===== config.mk =====
export PLATFORM = sky130hd
export DESIGN_NAME = led_pwm_fader
export DESIGN_NICKNAME = d
export VERILOG_FILES = /design/src/rtl/led_pkg.sv /design/src/rtl/led_pwm_channel.sv /design/src/rtl/led_pwm_fader.sv
export SDC_FILE = /design/constraint.sdc
export NUM_CORES = 1
export LEC_CHECK = 0
export ABC_AREA = 1
export BUFFER_PORTS_ARGS = -buffer_cell sky130_fd_sc_hd__buf_2
export CORE_MARGIN = 1
export CORE_UTILIZATION = 63
export DETAILED_ROUTE_END_ITERATION = 7
export GPL_ROUTABILITY_DRIVEN = 0
export GPL_TIMING_DRIVEN = 0
export HOLD_SLACK_MARGIN = 0.05
export PLACE_DENSITY = 0.92
export REMOVE_ABC_BUFFERS = 1
export SYNTH_ARGS = -nofsm -noshare
export SYNTH_HDL_FRONTEND = slang
export SYNTH_SLANG_ARGS = --single-unit

===== constraint.sdc =====
create_clock -name clk_50M -period 2.05 [get_ports clk_50M]
set_input_delay 0.615 -clock clk_50M [delete_from_list [all_inputs] [get_ports clk_50M]]
set_output_delay 0.615 -clock clk_50M [all_outputs]
set_load 0.005 [all_outputs]

===== src/rtl/led_pkg.sv =====
// Shared constants and helpers for the LED PWM fader.
// Module parameters default to these values and may be overridden per instance.
package led_pkg;

  localparam int unsigned N_LED    = 10;
  localparam int unsigned PWM_BITS = 8;
  localparam int unsigned PWM_MAX  = (1 << PWM_BITS) - 1;

  // Works at full int width so any PWM_BITS override can reuse it; callers truncate.
  function automatic int unsigned sat_sub(input int unsigned value, input int unsigned step);
    return (value > step) ? (value - step) : 32'd0;
  endfunction

endpackage


===== src/rtl/led_pwm_channel.sv =====
// One LED channel: brightness with decay, period-aligned shadow duty, registered compare.
module led_pwm_channel #(
  parameter int unsigned PWM_BITS   = led_pkg::PWM_BITS,
  parameter int unsigned DECAY_STEP = 32
) (
  input  logic                clk_i,
  input  logic                rst_i,
  input  logic                en_i,
  input  logic                led_i,
  input  logic                decay_tick_i,
  input  logic                period_end_i,
  input  logic [PWM_BITS-1:0] pwm_cnt_i,
  output logic                led_o
);
  import led_pkg::*;

  localparam logic [PWM_BITS-1:0] PwmMax = {PWM_BITS{1'b1}};

  logic [PWM_BITS-1:0] bright_q, bright_d;
  logic [PWM_BITS-1:0] active_q, active_d;
  logic [PWM_BITS-1:0] bright_dec;
  logic                led_q, led_d;

  assign bright_dec = PWM_BITS'(sat_sub(int'(bright_q), DECAY_STEP));

  always_comb begin
    bright_d = bright_q;
    active_d = active_q;
    led_d    = 1'b0;
    if (en_i) begin
      if (led_i) begin
        bright_d = PwmMax;
      end else if (decay_tick_i) begin
        bright_d = bright_dec;
      end
      // Shadow load sees the pre-update brightness when both land together.
      if (period_end_i) begin
        active_d = bright_q;
      end
      led_d = (active_q == PwmMax) || (pwm_cnt_i < active_q);
    end
  end

  always_ff @(posedge clk_i) begin
    if (rst_i) begin
      bright_q <= '0;
      active_q <= '0;
      led_q    <= 1'b0;
    end else begin
      bright_q <= bright_d;
      active_q <= active_d;
      led_q    <= led_d;
    end
  end

  assign led_o = led_q;

endmodule


===== src/rtl/led_pwm_fader.sv =====
// Per-channel PWM driver that fades each LED out after release (comet tail).
// Holds the shared PWM counter, decay prescaler and period-end strobe.
module led_pwm_fader #(
  parameter int unsigned N_LED      = led_pkg::N_LED,
  parameter int unsigned PWM_BITS   = led_pkg::PWM_BITS,
  parameter int unsigned DECAY_DIV  = 195312,
  parameter int unsigned DECAY_STEP = 32
) (
  input  logic             clk_50M,
  input  logic             reset,
  input  logic             enable,
  input  logic [N_LED-1:0] led_in,
  output logic [N_LED-1:0] led_out,
  output logic             pwm_period_end
);
  import led_pkg::*;

  localparam int unsigned         DivW    = (DECAY_DIV > 1) ? $clog2(DECAY_DIV) : 1;
  localparam logic [DivW-1:0]     DivLast = DivW'(DECAY_DIV - 1);
  localparam logic [PWM_BITS-1:0] PwmMax  = {PWM_BITS{1'b1}};

  logic [PWM_BITS-1:0] cnt_q, cnt_d;
  logic [DivW-1:0]     div_q, div_d;
  logic                pe_q, pe_d;
  logic                period_end;
  logic                decay_tick;

  assign period_end = (cnt_q == PwmMax);
  assign decay_tick = (div_q == DivLast);

  always_comb begin
    cnt_d = cnt_q;
    div_d = div_q;
    pe_d  = 1'b0;
    if (enable) begin
      cnt_d = cnt_q + 1'b1;
      div_d = decay_tick ? '0 : div_q + 1'b1;
      // Strobe is aligned with the cycle in which the counter shows PWM_MAX.
      pe_d  = (cnt_d == PwmMax);
    end
  end

  always_ff @(posedge clk_50M) begin
    if (reset) begin
      cnt_q <= '0;
      div_q <= '0;
      pe_q  <= 1'b0;
    end else begin
      cnt_q <= cnt_d;
      div_q <= div_d;
      pe_q  <= pe_d;
    end
  end

  assign pwm_period_end = pe_q;

  for (genvar i = 0; i < int'(N_LED); i++) begin : g_ch
    led_pwm_channel #(
      .PWM_BITS  (PWM_BITS),
      .DECAY_STEP(DECAY_STEP)
    ) u_ch (
      .clk_i       (clk_50M),
      .rst_i       (reset),
      .en_i        (enable),
      .led_i       (led_in[i]),
      .decay_tick_i(decay_tick),
      .period_end_i(period_end),
      .pwm_cnt_i   (cnt_q),
      .led_o       (led_out[i])
    );
  end

endmodule


== Word level (Yosys, flattened, before mapping) ==
Index checks and enable logic that the tools add are counted.
Widths: inputs -> output; s select.

* $add $sub $neg: 12
* Order comparisons: 20
* Equal/unequal tests: 13
* Multiplexer cells: 31
* Bitwise operators: 1
* Reductions and logical operators: 32

{| class="wikitable"
|+ Operators by type and width
! cell !! count
|-
| $mux 8 || 30
|-
| $eq 8x8->1 const B || 12
|-
| $gt 8x6->1 const B || 10
|-
| $lt 8x8->1 || 10
|-
| $sub 8x6->8 const B || 10
|-
| $reduce_and 2->1 || 11
|-
| $reduce_bool 2->1 || 10
|-
| $add 18x1->18 const B || 1
|-
| $eq 18x18->1 const B || 1
|-
| $mux 18 || 1
|-
| $logic_or 1x1->1 || 10
|-
| $add 8x1->8 const B || 1
|-
| $reduce_or 2->1 || 1
|-
| $not 1->1 || 1
|}

* Register bits: 197
* Bits of input ports: 13
* Output and inout port bits: 11
* Logic and storage cells: 142

== Depth between registers and ports, before layout ==
* Depth in word-level cells: 4
* Gate-level depth with buffers: 11
* Mapped depth without buffers: 9

== Modules after synthesis ==
Synthesis repeated with hierarchy kept, for this count alone.

* Cells, all modules: 1005
* Area total of the unflattened synthesis: 7190.6 um^2

{| class="wikitable"
|+ Modules (own cells, without submodules)
! module !! instances !! cells each !! area each (um^2)
|-
| led_pwm_channel || 10 || 78 || 564.3
|-
| led_pwm_fader || 1 || 225 || 1547.7
|}

== Worst setup path before layout ==
No wires, ideal clock.

* Path type: reg2reg
* Start point: register cnt_q[1]
* End point: register g_ch[3].u_ch.active_q[4]
* Library setup time: 0.128 ns
* Arrival time: 1.578 ns
* Data required time: 1.922 ns
* Path slack: 0.344 ns
* Stages on the path, launching flop included: 8
* Buffers on the path: 1
* Clock period less this slack: 1.706 ns
* Path through: dfxtp_1 > ha_1 > nand2_1 > nor2_1 > nand3_1 > buf_2 > o21ai_0 > a21oi_1

* Longest elaborated chain between the ends: 2

{| class="wikitable"
|+ Ends and longest elaborated chain
! item !! RTL line !! text
|-
| from (decl) || led_pwm_fader.sv:22 || <nowiki>logic [PWM_BITS-1:0] cnt_q, cnt_d;</nowiki>
|-
| from (signal assigned) || led_pwm_fader.sv:49 || <nowiki>cnt_q <= cnt_d;</nowiki>
|-
| $eq 8x8->1 || led_pwm_fader.sv:28 || <nowiki>assign period_end = (cnt_q == PwmMax);</nowiki>
|-
| $reduce_and 2->1 (no source line) || - ||
|-
| to (signal assigned) || led_pwm_channel.sv:51 || <nowiki>active_q <= active_d;</nowiki>
|-
| to (decl) || led_pwm_channel.sv:20 || <nowiki>logic [PWM_BITS-1:0] active_q, active_d;</nowiki>
|}

Every way passes these cells.
A chain may end at the register's enable or synchronous reset.

== Worst setup path in the final report ==
* Start point: register cnt_q[1]
* End point: register g_ch[0].u_ch.active_q[6]

* Longest elaborated chain between the ends: 2

{| class="wikitable"
|+ Ends and longest elaborated chain
! item !! RTL line
|-
| $eq 8x8->1 || led_pwm_fader.sv:28
|-
| $reduce_and 2->1 (no source line) || -
|-
| to (signal assigned) || led_pwm_channel.sv:51
|-
| to (decl) || led_pwm_channel.sv:20
|}

Every way passes these cells.

==> impl_metrics.env <==
export IMPL_via_per_inst=6.01
export IMPL_syn_inst=957
export IMPL_fin_crit_ns=2.12
export IMPL_hold_class="in2reg"
export IMPL_hold_viol_final=0
export IMPL_fin_util=0.743
export IMPL_synth_largest_area_cell="dfxtp_1"
export IMPL_cp_buffers_inverters=0
export IMPL_period_share=1.04
export IMPL_crit_arrival_ns=2.53
export IMPL_max_slew_margin_rel=0.523
export IMPL_cp_cell_sequence="ha_1, nand2_1, nor2_4, nand3_2, o21ai_0, a21oi_1"
export IMPL_firstDrtPassIters=5
export IMPL_tightest_slew_ns=0.712
export IMPL_synth_mux_area_frac=0
export IMPL_numCtsBuffers=17
export IMPL_root_buffer="clkbuf_8"
export IMPL_worst_slack_ns=-0.0726
export IMPL_drcViolationCount=0
export IMPL_cp_start_kind="flip-flop"
export IMPL_initialDrtViolationCount=665
export IMPL_path_class="reg2reg"
export IMPL_critPathTopFamily="simple AND/OR/NAND/NOR gates"
export IMPL_cp_slowest_stage_delay_ns=0.48
export IMPL_report_final_slew_viol_count=0
export IMPL_layout_commonest_cell="nand2_1"
export IMPL_wl_per_cell_microns=16.7
export IMPL_synth_main_ff_cell="dfxtp_1"
export IMPL_path_clk_slew_ns=0.06
export IMPL_power_leakage_uw=0.00343
export IMPL_final_cell_mix="nand2_1, inv_1, dfxtp_1"
export IMPL_cts_tree="yes"
export IMPL_die_height_microns=107
export IMPL_slowest_stage="dfxtp_4"
export IMPL_synth_simple_gate_area_frac=0.231
export IMPL_async_flop_share=0
export IMPL_grt_total_usage=0.338
export IMPL_seq_area_frac_synth=0.340
export IMPL_design_die_area_sq_mm=0.0114
export IMPL_vias=6776
export IMPL_initial_core_util=0.658
export IMPL_ys_top_cells_by_area="dfxtp_1, ha_1, nand2_1, a21oi_1, inv_1"
export IMPL_dp_hpwl_mm=10.2
export IMPL_grt_pass1_vias=6479
export IMPL_h_tree_depth=4
export IMPL_area_growth_syn_to_layout_pct=12.8
export IMPL_combPwrFrac=0.086
export IMPL_yosys_area_share_xor_xnor=0.0254
export IMPL_netlist_area_sq_mm=0.00689
export IMPL_drive_gt1_frac=0.101
export IMPL_nets=1074
export IMPL_core_sq_mm=0.0105
export IMPL_cts_path_max_buffers=2
export IMPL_p_seq_frac=0.421
export IMPL_swShare=0.252
export IMPL_fin_skew_ns=0.00907
export IMPL_max_cap_viol_count=0
export IMPL_clk_insertion_delay_late_ns=0.54
export IMPL_whs_ns=0.350
export IMPL_setup_tns_ns=-0.128
export IMPL_worst_path_stages=6
export IMPL_antenna_cells=0
export IMPL_fmax_ghz=0.471
export IMPL_wirelength_mm=18.8
export IMPL_setup_viol=2
export IMPL_dieWidth_microns=107
export IMPL_overflow=0
export IMPL_p_int_uw=4300
export IMPL_power_frac_clock=0.493
export IMPL_hold_depth=3
export IMPL_cts_sinks=117
export IMPL_r2r_cells=6
export IMPL_yosysTopAreaCellShare=0.340
export IMPL_grt_pass1_wl_mm=30.0
export IMPL_synth_edf_count=0
export IMPL_synth_adder_area_share=0.151
export IMPL_failed_checks="setup timing"
export IMPL_irDropWorstVdd_v=0.000638
export IMPL_synth_compound_area_frac=0.154
export IMPL_crit_required_ns=2.46
export IMPL_antenna_found_initial=0
export IMPL_netlist_cell_type_count=34
export IMPL_status="complete, but fails checks"
export IMPL_top_level_ports=24
export IMPL_grt_max_degree=55
export IMPL_synth_top_family_by_area="simple AND/OR/NAND/NOR gates"
export IMPL_p_sw_uw=1450
export IMPL_rows=37
export IMPL_avgSynthCellArea_sq_um=7.20
export IMPL_drtAntennaViolNets=0
export IMPL_end_kind="flip-flop"
export IMPL_p_per_area_mw_per_mm2=740
export IMPL_synth_seq_cells=117
export IMPL_numPortBuffers=23
export IMPL_yosysWarnings=0
export IMPL_crit_fanout=14
## flip-flops by register name (all words and copies together), names as in the netlist
signal,cells
cnt_q,8
g_ch.u_ch.led_o,10
div_q,18
g_ch.u_ch.active_q,40
pwm_period_end,1
g_ch.u_ch.bright_q,40
## worst register-to-register path, delay by kind of cell, from the launching register on
family	cells	cell delay, ns
AND/OR/NAND/NOR	3	0.71
AO/OA/AOI/OAI	2	0.56
flip-flops	1	0.48
adder cells (fa/ha/maj)	1	0.24
## stage by stage
step	cell area (sq um)	setup slack [ns]	power, uW	cells
final	7770	-0.0726	5750	1127
after global routing	7770	-0.174	5920	1127
after CTS	7660	0.0251	5710	1116
after detailed placement	7020	-1.05	2920	1081
after global placement	6960	-2.31	2900	1079
after floorplan	6680	-0.885	2790	920
## power groups by stage
stage,Clock [uW],Sequential [uW],Combinational (uW)
6_report,2830,2420,494
5_1_grt,2930,2430,558
4_1_cts,2820,2420,472
3_5_place_dp,0,2470,457
3_3_place_gp,0,2460,436
2_1_floorplan,0,2450,340
## Yosys cell counts (all sizes together) (15+ instances only)
master  number
nand4       20
clkbuf      15
ha          83
nand3       47
a21oi      105
buf         22
nand2      203
o21ai       76
dfxtp      117
inv        126
nor2        87
xor2        17
## cell families after synthesis
| family | after synthesis |
|---|---|
| buf+inv | 163 |
| simple gates | 372 |
| flops | 117 |
| fa+ha+maj | 83 |
| xor+xnor | 20 |
| compound gates | 202 |
## final timing paths
path	start	end	slack, ns
worst max-delay path	cnt_q[1]	g_ch[0].u_ch.active_q[6]	-0.07
worst min-delay path	led_in[0]	g_ch[0].u_ch.bright_q[6]	0.35
worst max register to register	cnt_q[1]	g_ch[0].u_ch.active_q[6]	-0.07
worst min register to register	g_ch[5].u_ch.bright_q[3]	g_ch[5].u_ch.bright_q[3]	0.48
## metal layers
layer	routed length [microns]	global-route usage	vias up
met4	1040	0.216	0
met3	1840	0.0711	121
li1	-	-	3193
met2	8840	0.561	401
met1	7070	0.397	3061
met5	0	0	-
## final cells by class
| type | count | area (sq um) |
|---|---|---|
| Clock buffer | 21 | 449 |
| Fill cell | 732 | 2690 |
| Timing Repair Buffer | 36 | 248 |
| Multi-Input combinational cell | 680 | 3960 |
| Clock inverter | 11 | 108 |
| Tap cell | 136 | 170 |
| Inverter | 126 | 473 |
| Sequential cell | 117 | 2360 |
## timing repair
item / 4_1_cts / 5_1_grt
pin swaps: 1 / 4
gates resized for setup: 18 / 7
endpoints found under the setup margin: 84 / 64
buffers inserted: 0 / 11
cloned: 3 / 0
hold buffers: 0 / 0
No activity file was read; power rests on OpenSTA's default activity.
